**config.mk**
```make
export PLATFORM = sky130hd
export DESIGN_NAME = nco_cfg_scheduler_flat
export DESIGN_NICKNAME = d
export VERILOG_FILES = /design/src/rtl/nco_pkg.sv /design/src/rtl/nco_cfg_scheduler_if.sv /design/src/rtl/nco_sweep_step.sv /design/src/rtl/nco_cfg_scheduler.sv /design/src/flat_wrapper.sv
export SDC_FILE = /design/constraint.sdc
export NUM_CORES = 1
export LEC_CHECK = 0
export ABC_AREA = 1
export CAP_MARGIN = 20
export CORE_MARGIN = 8
export CORE_UTILIZATION = 46
export CTS_BUF_LIST = sky130_fd_sc_hd__clkbuf_4
export CTS_CLUSTER_SIZE = 30
export DETAILED_ROUTE_END_ITERATION = 12
export PLACE_DENSITY_LB_ADDON = 0.12
export RECOVER_POWER = 100
export SLEW_MARGIN = 30
export SYNTH_ARGS = -nofsm -noshare
export SYNTH_HDL_FRONTEND = slang
export SYNTH_SLANG_ARGS = --single-unit
```
**constraint.sdc**
```tcl
create_clock -name clk -period 27.6 [get_ports clk]
set_clock_uncertainty 0.15 [all_clocks]
set_input_delay 4.14 -clock clk [delete_from_list [all_inputs] [get_ports clk]]
set_output_delay 4.14 -clock clk [all_outputs]
set_load 0.1 [all_outputs]
```
**src/rtl/nco_pkg.sv**
```systemverilog
// rtl/nco_pkg.sv - shared NCO widths, waveform codes and scheduler state encoding
package nco_pkg;

  localparam int FREQ_W = 64;
  localparam int DUTY_W = 16;
  localparam int HOLD_W = 32;
  localparam int WAVE_W = 2;

  localparam logic [WAVE_W-1:0] WAVE_SINE     = 2'd0;
  localparam logic [WAVE_W-1:0] WAVE_SQUARE   = 2'd1;
  localparam logic [WAVE_W-1:0] WAVE_TRIANGLE = 2'd2;
  localparam logic [WAVE_W-1:0] WAVE_SAW      = 2'd3;

  typedef enum logic [1:0] {
    ST_IDLE      = 2'd0,
    ST_PENDING   = 2'd1,
    ST_DWELL     = 2'd2,
    ST_STEP_WAIT = 2'd3
  } sched_state_t;

endpackage

```
**src/rtl/nco_cfg_scheduler_if.sv**
```systemverilog
// rtl/nco_cfg_scheduler_if.sv - host/NCO side signal bundle of the configuration scheduler
interface nco_cfg_scheduler_if #(
  parameter int FREQ_W = nco_pkg::FREQ_W,
  parameter int DUTY_W = nco_pkg::DUTY_W,
  parameter int HOLD_W = nco_pkg::HOLD_W
);

  logic              host_valid;
  logic              host_enable;
  logic [1:0]        host_wave;
  logic [FREQ_W-1:0] host_freq;
  logic [DUTY_W-1:0] host_duty;
  logic              host_sweep_en;
  logic [FREQ_W-1:0] sweep_step;
  logic [FREQ_W-1:0] sweep_stop;
  logic [HOLD_W-1:0] sweep_hold;
  logic              nco_wrap;

  logic              nco_enable;
  logic [1:0]        nco_wave;
  logic [FREQ_W-1:0] nco_freq;
  logic [DUTY_W-1:0] nco_duty;
  logic              cfg_pending;
  logic              sweep_active;
  logic              sweep_done;

  // master = register slave + NCO core side; slave = scheduler
  modport master (
    output host_valid, host_enable, host_wave, host_freq, host_duty, host_sweep_en,
    output sweep_step, sweep_stop, sweep_hold, nco_wrap,
    input  nco_enable, nco_wave, nco_freq, nco_duty, cfg_pending, sweep_active, sweep_done
  );

  modport slave (
    input  host_valid, host_enable, host_wave, host_freq, host_duty, host_sweep_en,
    input  sweep_step, sweep_stop, sweep_hold, nco_wrap,
    output nco_enable, nco_wave, nco_freq, nco_duty, cfg_pending, sweep_active, sweep_done
  );

endinterface

```
**src/rtl/nco_sweep_step.sv**
```systemverilog
// rtl/nco_sweep_step.sv - saturating sweep increment: min(freq + step, stop) with carry-out guard
module nco_sweep_step
  import nco_pkg::*;
(
  input  logic [FREQ_W-1:0] freq,
  input  logic [FREQ_W-1:0] step,
  input  logic [FREQ_W-1:0] stop,
  output logic [FREQ_W-1:0] next_freq,
  output logic              at_stop
);

  logic [FREQ_W:0] sum;

  assign sum = {1'b0, freq} + {1'b0, step};

  // A carry out means the true sum is beyond any representable stop value.
  always_comb begin
    next_freq = sum[FREQ_W-1:0];
    at_stop   = 1'b0;
    if (sum[FREQ_W] || (sum[FREQ_W-1:0] >= stop)) begin
      next_freq = stop;
      at_stop   = 1'b1;
    end
  end

endmodule

```
**src/rtl/nco_cfg_scheduler.sv**
```systemverilog
// rtl/nco_cfg_scheduler.sv - shadows host configuration, commits on NCO phase wrap, runs linear sweeps
module nco_cfg_scheduler
  import nco_pkg::*;
(
  input  logic          clk,
  input  logic          rst,
  nco_cfg_scheduler_if.slave bus
);

  sched_state_t state, state_nxt;

  logic              sh_enable;
  logic [1:0]        sh_wave;
  logic [FREQ_W-1:0] sh_freq;
  logic [DUTY_W-1:0] sh_duty;
  logic              sh_sweep_en;
  logic [FREQ_W-1:0] sh_step;
  logic [FREQ_W-1:0] sh_stop;
  logic [HOLD_W-1:0] sh_hold;

  logic              nco_enable_q;
  logic [1:0]        nco_wave_q;
  logic [FREQ_W-1:0] nco_freq_q;
  logic [DUTY_W-1:0] nco_duty_q;
  logic              cfg_pending_q;
  logic              sweep_active_q;
  logic              sweep_done_q;
  logic [HOLD_W-1:0] dwell_cnt;

  logic              capture;
  logic              commit;
  logic              step_apply;
  logic              load_cnt;
  logic              done_nxt;
  logic              sweep_ok;
  logic [FREQ_W-1:0] step_freq;
  logic              step_at_stop;

  assign sweep_ok = sh_sweep_en && sh_enable && (sh_step != '0) && (sh_freq < sh_stop);

  nco_sweep_step u_sweep_step (
    .freq      (nco_freq_q),
    .step      (sh_step),
    .stop      (sh_stop),
    .next_freq (step_freq),
    .at_stop   (step_at_stop)
  );

  always_ff @(posedge clk or posedge rst) begin
    if (rst) state <= ST_IDLE;
    else     state <= state_nxt;
  end

  // A host strobe outranks everything, including a coincident wrap.
  always_comb begin
    state_nxt  = state;
    capture    = 1'b0;
    commit     = 1'b0;
    step_apply = 1'b0;
    load_cnt   = 1'b0;
    done_nxt   = 1'b0;
    if (bus.host_valid) begin
      capture   = 1'b1;
      state_nxt = ST_PENDING;
    end else begin
      case (state)
        ST_IDLE: state_nxt = ST_IDLE;
        ST_PENDING: begin
          // A stopped NCO never wraps, so it takes the new setting at once.
          if (bus.nco_wrap || !nco_enable_q) begin
            commit = 1'b1;
            if (sweep_ok) begin
              state_nxt = ST_DWELL;
              load_cnt  = 1'b1;
            end else begin
              state_nxt = ST_IDLE;
              done_nxt  = sh_sweep_en;
            end
          end
        end
        ST_DWELL: begin
          if (dwell_cnt == '0) state_nxt = ST_STEP_WAIT;
        end
        ST_STEP_WAIT: begin
          if (bus.nco_wrap) begin
            step_apply = 1'b1;
            if (step_at_stop) begin
              done_nxt  = 1'b1;
              state_nxt = ST_IDLE;
            end else begin
              state_nxt = ST_DWELL;
              load_cnt  = 1'b1;
            end
          end
        end
        default: state_nxt = ST_IDLE;
      endcase
    end
  end

  always_ff @(posedge clk or posedge rst) begin
    if (rst) begin
      sh_enable      <= 1'b0;
      sh_wave        <= '0;
      sh_freq        <= '0;
      sh_duty        <= '0;
      sh_sweep_en    <= 1'b0;
      sh_step        <= '0;
      sh_stop        <= '0;
      sh_hold        <= '0;
      nco_enable_q   <= 1'b0;
      nco_wave_q     <= '0;
      nco_freq_q     <= '0;
      nco_duty_q     <= '0;
      cfg_pending_q  <= 1'b0;
      sweep_active_q <= 1'b0;
      sweep_done_q   <= 1'b0;
      dwell_cnt      <= '0;
    end else begin
      if (capture) begin
        sh_enable   <= bus.host_enable;
        sh_wave     <= bus.host_wave;
        sh_freq     <= bus.host_freq;
        sh_duty     <= bus.host_duty;
        sh_sweep_en <= bus.host_sweep_en;
        sh_step     <= bus.sweep_step;
        sh_stop     <= bus.sweep_stop;
        sh_hold     <= bus.sweep_hold;
      end
      if (commit) begin
        nco_enable_q <= sh_enable;
        nco_wave_q   <= sh_wave;
        nco_freq_q   <= sh_freq;
        nco_duty_q   <= sh_duty;
      end else if (step_apply) begin
        nco_freq_q <= step_freq;
      end
      if (load_cnt) dwell_cnt <= sh_hold;
      else if (state == ST_DWELL && dwell_cnt != '0) dwell_cnt <= dwell_cnt - 1'b1;
      cfg_pending_q  <= (state_nxt == ST_PENDING);
      sweep_active_q <= (state_nxt == ST_DWELL) || (state_nxt == ST_STEP_WAIT);
      sweep_done_q   <= done_nxt;
    end
  end

  assign bus.nco_enable   = nco_enable_q;
  assign bus.nco_wave     = nco_wave_q;
  assign bus.nco_freq     = nco_freq_q;
  assign bus.nco_duty     = nco_duty_q;
  assign bus.cfg_pending  = cfg_pending_q;
  assign bus.sweep_active = sweep_active_q;
  assign bus.sweep_done   = sweep_done_q;

endmodule
```
**src/flat_wrapper.sv**
```systemverilog
// flat-port wrapper written by rule: the top's interface ports become plain ports
module nco_cfg_scheduler_flat import nco_pkg::*;
  (clk, rst, bus_host_valid, bus_host_enable, bus_host_wave, bus_host_freq, bus_host_duty, bus_host_sweep_en, bus_sweep_step, bus_sweep_stop, bus_sweep_hold, bus_nco_wrap, bus_nco_enable, bus_nco_wave, bus_nco_freq, bus_nco_duty, bus_cfg_pending, bus_sweep_active, bus_sweep_done);
  nco_cfg_scheduler_if bus_i ();
  input  logic clk;
  input  logic rst;
  input wire logic [$bits(bus_i.host_valid)-1:0] bus_host_valid;
  input wire logic [$bits(bus_i.host_enable)-1:0] bus_host_enable;
  input wire logic [$bits(bus_i.host_wave)-1:0] bus_host_wave;
  input wire logic [$bits(bus_i.host_freq)-1:0] bus_host_freq;
  input wire logic [$bits(bus_i.host_duty)-1:0] bus_host_duty;
  input wire logic [$bits(bus_i.host_sweep_en)-1:0] bus_host_sweep_en;
  input wire logic [$bits(bus_i.sweep_step)-1:0] bus_sweep_step;
  input wire logic [$bits(bus_i.sweep_stop)-1:0] bus_sweep_stop;
  input wire logic [$bits(bus_i.sweep_hold)-1:0] bus_sweep_hold;
  input wire logic [$bits(bus_i.nco_wrap)-1:0] bus_nco_wrap;
  output wire logic [$bits(bus_i.nco_enable)-1:0] bus_nco_enable;
  output wire logic [$bits(bus_i.nco_wave)-1:0] bus_nco_wave;
  output wire logic [$bits(bus_i.nco_freq)-1:0] bus_nco_freq;
  output wire logic [$bits(bus_i.nco_duty)-1:0] bus_nco_duty;
  output wire logic [$bits(bus_i.cfg_pending)-1:0] bus_cfg_pending;
  output wire logic [$bits(bus_i.sweep_active)-1:0] bus_sweep_active;
  output wire logic [$bits(bus_i.sweep_done)-1:0] bus_sweep_done;
  assign bus_i.host_valid = bus_host_valid;
  assign bus_i.host_enable = bus_host_enable;
  assign bus_i.host_wave = bus_host_wave;
  assign bus_i.host_freq = bus_host_freq;
  assign bus_i.host_duty = bus_host_duty;
  assign bus_i.host_sweep_en = bus_host_sweep_en;
  assign bus_i.sweep_step = bus_sweep_step;
  assign bus_i.sweep_stop = bus_sweep_stop;
  assign bus_i.sweep_hold = bus_sweep_hold;
  assign bus_i.nco_wrap = bus_nco_wrap;
  assign bus_nco_enable = bus_i.nco_enable;
  assign bus_nco_wave = bus_i.nco_wave;
  assign bus_nco_freq = bus_i.nco_freq;
  assign bus_nco_duty = bus_i.nco_duty;
  assign bus_cfg_pending = bus_i.cfg_pending;
  assign bus_sweep_active = bus_i.sweep_active;
  assign bus_sweep_done = bus_i.sweep_done;
  nco_cfg_scheduler u_core (.clk(clk), .rst(rst), .bus(bus_i));
endmodule
```
* Yosys cells after proc, flatten, opt, wreduce, memory -nomap -nowiden
Index checks and enable logic that the tools add are counted.
** Operators by class
- Add/subtract/negate cells :: 2
- Order comparisons :: 2
- Equality and inequality tests :: 6
- Muxes and demuxes :: 32
- Reductions and logical operators :: 14
** Operator list (number)
- $mux 64 :: 3
- $add 64x64->65 :: 1
- $ge 64x64->1 :: 1
- $lt 64x64->1 :: 1
- $mux 32 :: 2
- $reduce_bool 64->1 :: 1
- $logic_not 32->1 :: 1
- $reduce_bool 32->1 :: 1
- $sub 32x1->32 const B :: 1
- $mux 1 :: 18
- $mux 2 :: 6
- $eq 2x2->1 const B :: 4
- $pmux 2 s4 :: 1
- $eq 2x1->1 const B :: 2
- $logic_and 1x1->1 :: 4
- $pmux 1 s2 :: 2
- $reduce_bool 2->1 :: 2
- $logic_or 1x1->1 :: 3
- $logic_not 2->1 :: 1
- $logic_not 1->1 :: 1
** Storage, ports and cells
- Bits in registers :: 364
- Input port bits :: 248
- Output and inout bits :: 86
- Logic and storage cells :: 73

* Depth between registers and ports, before layout
Gate-level depths: netlist of run 1.
- Depth after elaboration :: 10
- Gate-level depth with buffers :: 33
- Gate-level depth less buffers :: 32

* Modules after synthesis
A second synthesis of run 1 with hierarchy kept.
** Unflattened totals
- Cells, all modules :: 3931
- Area, all modules :: 25897.3 µm²
** Modules (own cells, without submodules)
- nco_cfg_scheduler :: instances 1, cells an instance 2092, area each 17154.0 µm², sequential area each 9108.7 µm²
- nco_sweep_step :: instances 1, cells an instance 1839, area each 8743.4 µm², sequential area each 0.0 µm²

* Worst setup path before layout of run 1
No wires, ideal clock.
- Path kind :: input -> register
- From :: input bus_host_valid
- To :: register u_core.nco_freq_q[30], in the netlist u_core.bus.nco_freq[30]
- Library setup time :: 0.068 ns
- Arrival time :: 5.449 ns
- Required time :: 27.382 ns
- Slack :: 21.933 ns
- Stages on the path :: 9
- Path buffers :: 3
- Cells stage by stage :: clkbuf_1 > nor2_1 > inv_1 > o21ai_1 > inv_2 > clkbuf_1 > clkbuf_1 > nand2_1 > nand2_1
** Between the ends
- Word-level cells in the longest chain between the ends :: 2
- Elaborated cells between the ends (all ways) :: 4
- Classes of those cells :: mux: 3; reduce/logical: 1
** RTL lines
- start, declared :: RTL line flat_wrapper.sv:7 : input wire logic [$bits(bus_i.host_valid)-1:0] bus_host_valid;
- $mux 1 :: RTL line nco_cfg_scheduler.sv:62 : if (bus.host_valid) begin
- $mux 64 / $reduce_bool 2->1 (equally long branches)
- end signal, assigned :: RTL line nco_cfg_scheduler.sv:133 : nco_freq_q <= sh_freq;
- end signal, assigned :: RTL line nco_cfg_scheduler.sv:136 : nco_freq_q <= step_freq;
- end, declared :: RTL line nco_cfg_scheduler.sv:23 : logic [FREQ_W-1:0] nco_freq_q;
Parallel ways exist; a longest one is shown, timed or not.
A chain may end at the register's enable or synchronous reset.

* Worst setup path after layout of run 1
- From :: input bus_host_valid
- To :: register u_core.sh_duty[9]
** Between the ends
- Word-level cells in the longest chain between the ends :: 1
** RTL lines
- $mux 1 :: RTL line nco_cfg_scheduler.sv:62
- end signal, assigned :: RTL line nco_cfg_scheduler.sv:124 : sh_duty <= bus.host_duty;
- end, declared :: RTL line nco_cfg_scheduler.sv:15 : logic [DUTY_W-1:0] sh_duty;
No other way between the ends.

==> results of run 1 <==
==> stage by stage <==
stage | util (%) | hold slack, ns | instance area (sq um)
after floorplan | - | 0.292 | 24400
after global placement | 53.7 | 0.308 | 28200
after detailed placement | 53.7 | 0.310 | 28200
after CTS | 56.1 | 0.325 | 29500
after global routing | 56.0 | 0.347 | 29400
final | 56.0 | 0.324 | 29400
==> power breakdown <==
| part | total, W | internal, W | switching (W) |
|---|---|---|---|
| clock | 0.000498 | 0.000262 | 0.000236 |
| combinational | 0.00193 | 0.000558 | 0.00137 |
| sequential | 0.000761 | 0.000646 | 0.000115 |
==> worst register-to-register path, stage by stage (launching register included) <==
cell and delay [ns]:
sky130_fd_sc_hd__dfrtp_1 0.38, sky130_fd_sc_hd__inv_1 0.09, sky130_fd_sc_hd__nor2_1 0.04, sky130_fd_sc_hd__nand2_1 0.14, sky130_fd_sc_hd__nor2_4 0.04, sky130_fd_sc_hd__inv_1 0.94
sky130_fd_sc_hd__o21ai_0 0.21, sky130_fd_sc_hd__clkbuf_1 0.75, sky130_fd_sc_hd__inv_1 0.71, sky130_fd_sc_hd__clkbuf_1 2.84, sky130_fd_sc_hd__a21oi_1 0.24, sky130_fd_sc_hd__nand2_1 0.20
sky130_fd_sc_hd__nand2_1 0.06
==> metal layers <==
| metal | vias to the layer above | global-route usage (%) | share of wire [%] | routed length [microns] |
|---|---|---|---|---|
| met5 | - | 0 | 0 | 0 |
| met4 | 0 | 8.56 | 2.5 | 1970 |
| met3 | 110 | 4.02 | 5.0 | 3930 |
| met2 | 579 | 42.1 | 47 | 36800 |
| met1 | 10900 | 34.0 | 46 | 35800 |
| li1 | 12000 | - | - | - |
==> layout by cell type, fill, tap and decap left out, types with 8 or more instances in the layout <==
| master | synthesis | layout |
|---|---|---|
| sky130_fd_sc_hd__xnor2_1 | 23 | 23 |
| sky130_fd_sc_hd__clkbuf_4 | 0 | 147 |
| sky130_fd_sc_hd__nand2_1 | 1222 | 1223 |
| sky130_fd_sc_hd__clkinv_1 | 1 | 23 |
| sky130_fd_sc_hd__dfrtp_1 | 363 | 363 |
| sky130_fd_sc_hd__nand4_1 | 42 | 42 |
| sky130_fd_sc_hd__nand3_1 | 185 | 185 |
| sky130_fd_sc_hd__xor2_1 | 40 | 40 |
| sky130_fd_sc_hd__a21o_1 | 9 | 9 |
| sky130_fd_sc_hd__clkbuf_1 | 87 | 18 |
| sky130_fd_sc_hd__clkdlybuf4s50_1 | 0 | 245 |
| sky130_fd_sc_hd__dlygate4sd3_1 | 0 | 80 |
| sky130_fd_sc_hd__a21oi_1 | 251 | 251 |
| sky130_fd_sc_hd__ha_1 | 192 | 192 |
| sky130_fd_sc_hd__nor4_1 | 13 | 13 |
| sky130_fd_sc_hd__nor2_1 | 240 | 239 |
| sky130_fd_sc_hd__o21ai_0 | 277 | 280 |
| sky130_fd_sc_hd__inv_2 | 8 | 8 |
| sky130_fd_sc_hd__nor3_1 | 27 | 27 |
| sky130_fd_sc_hd__inv_1 | 478 | 477 |
| sky130_fd_sc_hd__o21bai_1 | 15 | 15 |
==> area by class of cell <==
class                   count  area (sq um)
diodes                      1          2.50
clock buffers             147          1100
clock inverters            30           179
fillers                  5314         23100
inverters                 487          1830
multi-input cells        2576         13000
flip-flops and latches    363          9080
well taps                 688           861
repair buffers            349          3370
==> cells by family (layout without fill, tap and decap cells) <==
kind of cell / after synthesis / after routing / share of synthesized area, %
AO/OA/AOI/OAI: 563 / 563 / 11.9
XOR/XNOR: 63 / 63 / 2.26
adder cells (fa/ha/maj): 193 / 193 / 9.93
buffers and inverters: 604 / 1013 / 9.55
flip-flops: 363 / 363 / 37.2
other: 0 / 1 / 0
AND/OR/NAND/NOR: 1757 / 1757 / 29.2
==> flip-flops by register name, indices dropped and copies added (netlist names), 2 cells and up <==
signal	flops
u_core.sh_hold	32
u_core.bus.nco_wave	2
u_core.sh_step	64
u_core.dwell_cnt	32
u_core.bus.nco_freq	64
u_core.sh_wave	2
u_core.state	2
u_core.sh_freq	64
u_core.bus.nco_duty	16
u_core.sh_stop	64
u_core.sh_duty	16
==> worst max path at each step <==
stage                    from                endpoint  slack (ns)
5_1_grt        bus_host_valid       u_core.sh_duty[9]       12.16
6_report       bus_host_valid       u_core.sh_duty[9]       13.74
3_5_place_dp              rst      u_core.sh_hold[15]       19.59
4_1_cts                   rst       u_core.sh_step[4]       20.53
2_1_floorplan             rst  u_core.bus.cfg_pending       13.23
3_3_place_gp              rst    u_core.dwell_cnt[15]       19.58
==> impl_metrics.yaml, run 1 <==
run_status:
  result_of_the_run: "finished with violations"
  failed_checks: "capacitance limit, slew limit"
logic_synthesis:
  ys_top_cells_by_count: "sky130_fd_sc_hd__nand2_1, sky130_fd_sc_hd__inv_1, sky130_fd_sc_hd__dfrtp_1, sky130_fd_sc_hd__o21ai_0, sky130_fd_sc_hd__a21oi_1"
  avgSynthCellArea_sq_um: 6.89
  synth_top_cells_by_area: "sky130_fd_sc_hd__dfrtp_1, sky130_fd_sc_hd__nand2_1, sky130_fd_sc_hd__ha_1"
  cell_area_after_synthesis_sq_mm: 0.0244
  synth_warnings: 0
  ys_seq_elements: 363
  predominant_post_synthesis_flop_cell: "sky130_fd_sc_hd__dfrtp_1"
  proportion_of_synthesized_flip_flops_having_asynchronous_set_or_reset_pct: 100
  mapped_cells: 3543
  synth_fp_nets: 3984
  synth.largest_area_cell: "sky130_fd_sc_hd__dfrtp_1"
  synth_enable_flop_cells: 0
  synth_top_cell_area_share_pct: 37.2
  ys_seq_area_share_pct: 37.2
  synthMostInstantiatedCell: "sky130_fd_sc_hd__nand2_1"
  synth_cell_type_count: 42
die:
  placeableCoreArea_sq_mm: 0.0526
  rows: 84
  initial_core_util_pct: 46.4
  dieHeight_microns: 246
  io-pin-count: 334
  chipWidth_microns: 246
  die_area_sq_mm: 0.0607
sta:
  final_max_slew_viol_count: 1062
  post_route_fraction_of_the_period_consumed_by_the_critical_path_pct: 50.2
  tightestPinTransition_ns: 8.24
  finalSetupViolations: 0
  rsz0062_at_grt: "no"
  setup_ws_ns: 13.74
  worst_slew_margin_rel_pct: -449
  final.min_clock_period_ns: 13.86
  maxClockFrequency_mhz: 72.2
  hold_vio_cnt_final: 0
  tns_ns: 0
job:
  drv_cap: 13
drt:
  wl_final_microns: 78400
  drc: 0
  vias: 23500
  detail-route-antenna-nets: 0
  routedWlPerCell_microns: 16.9
  drt_iter0_drc: 1516
  drt-vias-per-instance: 5.07
  firstDrtPassIters: 6
power:
  power-per-cell-area_mw_per_mm2: 108
  power.leakage_nw: 15.4
  total_power_w: 0.00319
  vdd.ir_drop.worst_mv: 0.0910
critical_path:
  timing.critical_path.mode_cell: "sky130_fd_sc_hd__clkbuf_1"
  timing.critical_path.arrival_ns: 14.08
  worst_setup_path_start_kind: "input pin"
  source_of_the_worst_register_to_register_timing_path: "u_core.state[0]"
  endpoint_kind: "flip-flop"
  timing.critical_path.cells: "clkbuf_1 -> clkbuf_1 -> o21ai_0"
  critical_path_buf_inv_count: 2
  cp.depth: 3
  regToRegEndpoint: "u_core.bus.nco_freq[44]"
  path_delay_family: "buffers and inverters"
  r2r.worst_path.cells: 12
  crit_path_kind: "in -> reg"
  critPathMaxFanout: 248
  crit_slowest_cell: "sky130_fd_sc_hd__clkbuf_1"
  cp_data_required_time_ns: 27.82
  timing.critical_path.slowest_cell_delay_ns: 5.93
  rrSetupSlack_ns: 20.66
place:
  globalplace.congestion: 0.994
  port_buffers: 333
  dpl.cell_count: 4462
  post-place-ws_ns: 19.59
  dp_hpwl_microns: 60500
cells_and_area:
  number_of_nets_at_the_end_of_the_flow: 4319
  final_cell_count_no_fill: 4641
  flow.area_growth_from_synthesis_pct: 20.5
  post_route_cells_drive_above_1_share_pct: 4.86
grt:
  initial_antenna_violation_count: 1
  grt_util_all_layers_pct: 25.5
  gr-total-overflow: 0
  via_count_of_the_first_global_routing_pass: 23000
  grt_pass1_wl_microns: 124000
  grt_start_max_net_pins: 249
clock_network:
  post_cts_buffers: 0
  post_cts_hold_buffer_count: 0
  clock-sinks: 363
  worstSkewPairLatency_ns: 0.86
  clock_tree.htree_level_count: 3
  clock_tree_from_tritoncts: "built"
  clkSlewWorstSetupHoldPaths_ns: 0.07
  post_cts_sizing: 0
  tritoncts.num_buffers: 101
  clock_tree.root_cell: "sky130_fd_sc_hd__clkbuf_4"
  worst_case_clock_buffer_depth: 3
worst_hold_path:
  worstHoldPathCells: 2
  timing.hold.worst.class: "reg -> reg"
  hold_start: "u_core.sh_hold[0]"
  hold_end: "u_core.sh_hold[0]"
(Power assumes the default switching activity.)
==> inputs of run 2 (changes only) <==
clock period = 14.15 ns   (was 27.6 ns; I/O delays follow)
==> run 2 against run 1 <==
Net effect: the run still ends with capacitance limit, slew limit left; critical path depth up 7; worst hold slack got worse by 0.0011 ns; setup slack worse by 8.7 ns; sequential power grew 94%; first-iteration DRC count is 12% higher; wire length is 1.2% higher; total power increased by 96%; clock-buffer cell count is 9 higher; combinational power is 97% higher; global-route usage increased by 0.26 points; non-clock buffer count up 2; utilization hardly changed; critical endpoint is now u_core.bus.nco_freq[48]; largest power group unchanged.
==> impl_metrics.yaml, run 2 (synthesis gave the netlist of run 1 again) <==
worst_hold_path:
  timing.hold.worst.class: "reg -> reg"
clock_network:
  post_cts_buffers: 0
  clock-sinks: 363
  clock_tree_from_tritoncts: "built"
  clock_tree.htree_level_count: 3
  post_cts_sizing: 0
  clkSlewWorstSetupHoldPaths_ns: 0.06
  post_cts_hold_buffer_count: 0
  worst_case_clock_buffer_depth: 3
  worstSkewPairLatency_ns: 0.87
  tritoncts.num_buffers: 104
  clock_tree.root_cell: "sky130_fd_sc_hd__clkbuf_4"
critical_path:
  timing.critical_path.arrival_ns: 9.66
  crit_slowest_cell: "sky130_fd_sc_hd__clkbuf_1"
  worst_setup_path_start_kind: "input pin"
  critPathMaxFanout: 111
  endpoint_kind: "flip-flop"
  crit_path_kind: "in -> reg"
  timing.critical_path.slowest_cell_delay_ns: 2.92
  timing.critical_path.cells: "clkbuf_1 -> nor2_4 -> buf_4 -> inv_1 -> o21ai_0 -> inv_1 -> clkbuf_1 -> a21oi_1 -> nand2_1 -> nand2_1"
  cp_data_required_time_ns: 14.74
power:
  power_frac_seq_pct: 23.6
  power.leakage_nw: 15.4
  total_power_w: 0.00625
  vdd.ir_drop.worst_mv: 0.124
  pwr-share-clk_pct: 15.7
  p_int_w: 0.00285
  netSwitchingPower_w: 0.00340
  power.combinational.fraction_pct: 60.7
  p_sw_share_pct: 54.4
  power-per-cell-area_mw_per_mm2: 212
sta:
  finalSetupViolations: 0
  tightestPinTransition_ns: 4.22
  maxClockFrequency_mhz: 110
  final_max_slew_viol_count: 883
  hold_slack_ns: 0.322
  tns_ns: 0
  post_route_fraction_of_the_period_consumed_by_the_critical_path_pct: 64.1
  worst_slew_margin_rel_pct: -181
  final.min_clock_period_ns: 9.07
  hold_vio_cnt_final: 0
  rsz0062_at_grt: "no"
place:
  port_buffers: 333
  dpl.cell_count: 4464
  globalplace.congestion: 1.00
  dp_hpwl_microns: 61000
die:
  die_area_sq_mm: 0.0607
  dieHeight_microns: 246
  initial_core_util_pct: 46.4
  rows: 84
  chipWidth_microns: 246
  placeableCoreArea_sq_mm: 0.0526
  io-pin-count: 334
grt:
  initial_antenna_violation_count: 2
  grt_start_max_net_pins: 148
  gr-total-overflow: 0
  grt_util_all_layers_pct: 25.8
  via_count_of_the_first_global_routing_pass: 23100
  grt_pass1_wl_microns: 125000
drt:
  drt-vias-per-instance: 5.08
  wl_final_microns: 79400
  drt_iter0_drc: 1697
  vias: 23600
  drc: 0
  firstDrtPassIters: 6
  routedWlPerCell_microns: 17.1
  detail-route-antenna-nets: 0
cells_and_area:
  flow.area_growth_from_synthesis_pct: 20.6
  final_cell_count_no_fill: 4653
  layout_common_cells: "sky130_fd_sc_hd__nand2_1, sky130_fd_sc_hd__inv_1, sky130_fd_sc_hd__dfrtp_1, sky130_fd_sc_hd__o21ai_0, sky130_fd_sc_hd__a21oi_1"
  postLayoutCoreUtil_pct: 56.0
  number_of_nets_at_the_end_of_the_flow: 4324
  post_route_cells_drive_above_1_share_pct: 5.05
  layout.cells.most_common: "sky130_fd_sc_hd__nand2_1"
run_status:
  failed_checks: "capacitance limit, slew limit"
  result_of_the_run: "finished with violations"
job:
  drv_cap: 13
==> run 2: worst max-delay path: cells and delay by family <==
family	cells	cell delay (ns)
AOI/OAI and AO/OA	2	0.25
buffers and inverters	5	7.04
and+or+nand+nor	3	0.15
==> run 2: metrics by stage <==
stage | setup slack, ns | cell area [sq um]
after floorplan | 1.80 | 24400
after global placement | 8.56 | 28300
after detailed placement | 8.47 | 28200
after CTS | 8.35 | 29500
after global routing | 4.26 | 29400
final | 5.08 | 29400
==> run 2: layer usage <==
layer / GRT usage [%] / routed length (microns) / vias up
li1: - / - / 12000
met5: 0 / 0 / -
met3: 5.23 / 4710 / 131
met2: 42.4 / 37200 / 620
met1: 33.9 / 35400 / 10900
met4: 8.19 / 2120 / 0
==> run 2: layout make-up <==
type | instances | area (sq um)
diodes | 2 | 5.00
clock buffers | 156 | 1170
clock inverters | 30 | 134
fillers | 5276 | 23100
inverters | 487 | 1830
multi-input cells | 2576 | 13000
flip-flops and latches | 363 | 9080
well taps | 688 | 861
repair buffers | 351 | 3360
==> run 2: final timing paths <==
check / from / endpoint / slack, ns / depth (start not counted)
setup / recovery: bus_host_valid / u_core.bus.nco_freq[48] / 5.08 / 10
hold / removal: u_core.sh_hold[0] / u_core.sh_hold[0] / 0.32 / 2
min in group asynchronous: rst / u_core.sh_duty[3] / 2.61 / 2
hold reg to reg: u_core.sh_hold[0] / u_core.sh_hold[0] / 0.32 / 2
max in group asynchronous: rst / u_core.sh_stop[58] / 6.16 / 3
setup reg to reg: u_core.sh_step[43] / u_core.bus.nco_freq[30] / 5.71 / 24
==> run 2: power by group through the flow <==
stage / Clock, W / Sequential [W] / Combinational [W]
3_3_place_gp: 0 / 0.00149 / 0.00378
4_1_cts: 0.00101 / 0.00148 / 0.00382
3_5_place_dp: 0 / 0.00149 / 0.00380
6_report: 0.000981 / 0.00148 / 0.00380
5_1_grt: 0.00107 / 0.00150 / 0.00420
2_1_floorplan: 0 / 0.00221 / 0.00203
==> inputs of run 3 (changes only) <==
clock period = 9.28 ns   (was 14.15 ns; I/O delays follow)
==> run 3 against run 2 <==
Net effect: the flow still finishes with violations (capacitance limit, slew limit); clock power up 49%; first-iteration DRC count down 9.7%; clock-buffer cell count down 1; combinational power up 52%; wire length up 0.68%; register-to-register slack worse by 3.5 ns; global-route usage up 0.40 points; critical path depth up 1; utilization down 0.12 points; via count down 0.55%.
==> impl_metrics.yaml, run 3 (synthesis gave the netlist of run 1 again) <==
run_status:
  result_of_the_run: "finished with violations"
  failed_checks: "capacitance limit, slew limit"
place:
  dpl.cell_count: 4463
  dp_hpwl_microns: 61700
  post-place-ws_ns: 3.15
  globalplace.congestion: 0.991
  port_buffers: 333
  detailed_place.area_sq_mm: 0.0282
die:
  initial_core_util_pct: 46.4
  rows: 84
  chipWidth_microns: 246
  placeableCoreArea_sq_mm: 0.0526
  io-pin-count: 334
  dieHeight_microns: 246
  die_area_sq_mm: 0.0607
drt:
  total_length_of_routed_met3_wires_microns: 4570
  drt-vias-per-instance: 5.06
  route.top_layer_used: "met4"
  routedWlPerCell_microns: 17.2
  wl_final_microns: 79900
  vias: 23500
  drc: 0
  drt_iter0_drc: 1533
  firstDrtPassIters: 8
  detail-route-antenna-nets: 0
  routed_metal_1_wirelength_microns: 35800
  dr_wl_met2_microns: 37100
sta:
  setup_ws_ns: 1.78
  final.min_clock_period_ns: 7.50
  hold_vio_cnt_final: 0
  maxClockFrequency_mhz: 133
  rsz0062_at_grt: "no"
  finalSetupViolations: 0
  tns_ns: 0
  final_max_slew_viol_count: 764
  tightestPinTransition_ns: 3.57
  hold_slack_ns: 0.323
  post_route_fraction_of_the_period_consumed_by_the_critical_path_pct: 80.8
  worst_slew_margin_rel_pct: -138
clock_network:
  clock_tree.root_cell: "sky130_fd_sc_hd__clkbuf_4"
  post_cts_hold_buffer_count: 0
  clock_tree_from_tritoncts: "built"
  clock_tree.htree_level_count: 3
  tritoncts.num_buffers: 99
  post_cts_sizing: 0
  worstSkewPairLatency_ns: 0.86
  worst_case_clock_buffer_depth: 3
  clkSlewWorstSetupHoldPaths_ns: 0.06
  clock-sinks: 363
  post_cts_buffers: 0
critical_path:
  endpoint_kind: "flip-flop"
  worst_setup_path_start_kind: "input pin"
  timing.critical_path.cells: "clkbuf_1 -> nor2_4 -> buf_4 -> inv_1 -> o21ai_2 -> buf_4 -> inv_1 -> clkbuf_2 -> a21oi_1 -> nand2_1 -> nand2_1"
  crit_path_kind: "in -> reg"
  timing.critical_path.arrival_ns: 8.07
  crit_slowest_cell: "sky130_fd_sc_hd__clkbuf_1"
  rrSetupSlack_ns: 2.17
  cp_data_required_time_ns: 9.85
  critPathMaxFanout: 98
  timing.critical_path.slowest_cell_delay_ns: 2.48
grt:
  grt_start_max_net_pins: 162
  grt_util_all_layers_pct: 26.2
  grt_pass1_wl_microns: 127000
  gr-total-overflow: 0
  via_count_of_the_first_global_routing_pass: 23400
  initial_antenna_violation_count: 2
power:
  vdd.ir_drop.worst_mv: 0.234
  pwr-share-clk_pct: 15.4
  p_int_w: 0.00431
  p_sw_share_pct: 54.6
  power.combinational.fraction_pct: 61.1
  netSwitchingPower_w: 0.00518
  power-per-cell-area_mw_per_mm2: 323
  power_frac_seq_pct: 23.5
  power.leakage_nw: 15.4
cells_and_area:
  layout_common_cells: "sky130_fd_sc_hd__nand2_1, sky130_fd_sc_hd__inv_1, sky130_fd_sc_hd__dfrtp_1, sky130_fd_sc_hd__o21ai_0, sky130_fd_sc_hd__a21oi_1"
  fill_cells: 5397
  finalInstanceArea_sq_mm: 0.0294
  area_occupied_by_multi_input_gates_sq_mm: 0.0130
  sequential_cell_area_sq_mm: 0.00908
  number_of_nets_at_the_end_of_the_flow: 4318
  final_cell_count_no_fill: 4647
  flow.area_growth_from_synthesis_pct: 20.4
  layout.cells.most_common: "sky130_fd_sc_hd__nand2_1"
  post_route_cells_drive_above_1_share_pct: 5.18
worst_hold_path:
  timing.hold.worst.class: "reg -> reg"
job:
  drv_cap: 10
## run 3: stage by stage
| step | utilization (%) | total power (W) |
|---|---|---|
| after global routing | 55.9 | 0.0103 |
| after floorplan | - | 0.00648 |
| final | 55.9 | 0.00949 |
| after global placement | 53.8 | 0.00809 |
| after detailed placement | 53.6 | 0.00810 |
| after CTS | 56.1 | 0.00961 |
## run 3: worst max-delay path: cells and delay by family
family / cells / cell delay [ns]
AO/OA/AOI/OAI: 2 / 0.26
buffers and inverters: 6 / 6.08
AND/OR/NAND/NOR: 3 / 0.17
## run 3: cell type report
class                           instances  area share, %
Clock inverter                         24          0.383
Timing Repair Buffer                  350           11.3
Antenna cell                            4         0.0341
Tap cell                              688           2.93
Sequential cell                       363           30.9
Inverter                              487           6.23
Multi-Input combinational cell       2576           44.2
Clock buffer                          155           3.96
## run 3: power by group through the flow
| stage | Combinational, W | Clock [W] | Sequential [W] |
|---|---|---|---|
| finish | 0.00579 | 0.00146 | 0.00223 |
| global placement | 0.00583 | 0 | 0.00226 |
| CTS | 0.00586 | 0.00151 | 0.00224 |
| floorplan | 0.00310 | 0 | 0.00338 |
| global route | 0.00645 | 0.00159 | 0.00228 |
| detailed placement | 0.00584 | 0 | 0.00226 |
## run 3: routing by layer
| layer | vias to the layer above | track usage [%] |
|---|---|---|
| li1 | 12000 | - |
| met2 | 564 | 42.5 |
| met4 | 0 | 9.66 |
| met3 | 120 | 5.51 |
| met1 | 10800 | 34.2 |
| met5 | - | 0 |
## run 3: path summary, 6_finish.rpt
check                                             from                       to  depth (start not counted)
worst max-delay path                    bus_host_valid  u_core.bus.nco_freq[34]                         11
worst min-delay path                 u_core.sh_hold[0]        u_core.sh_hold[0]                          2
worst max register to register  u_core.bus.nco_freq[0]      u_core.dwell_cnt[0]                         28
worst min register to register       u_core.sh_hold[0]        u_core.sh_hold[0]                          2
max in group asynchronous                          rst  u_core.bus.nco_freq[52]                          4
min in group asynchronous                          rst   u_core.bus.nco_freq[7]                          2
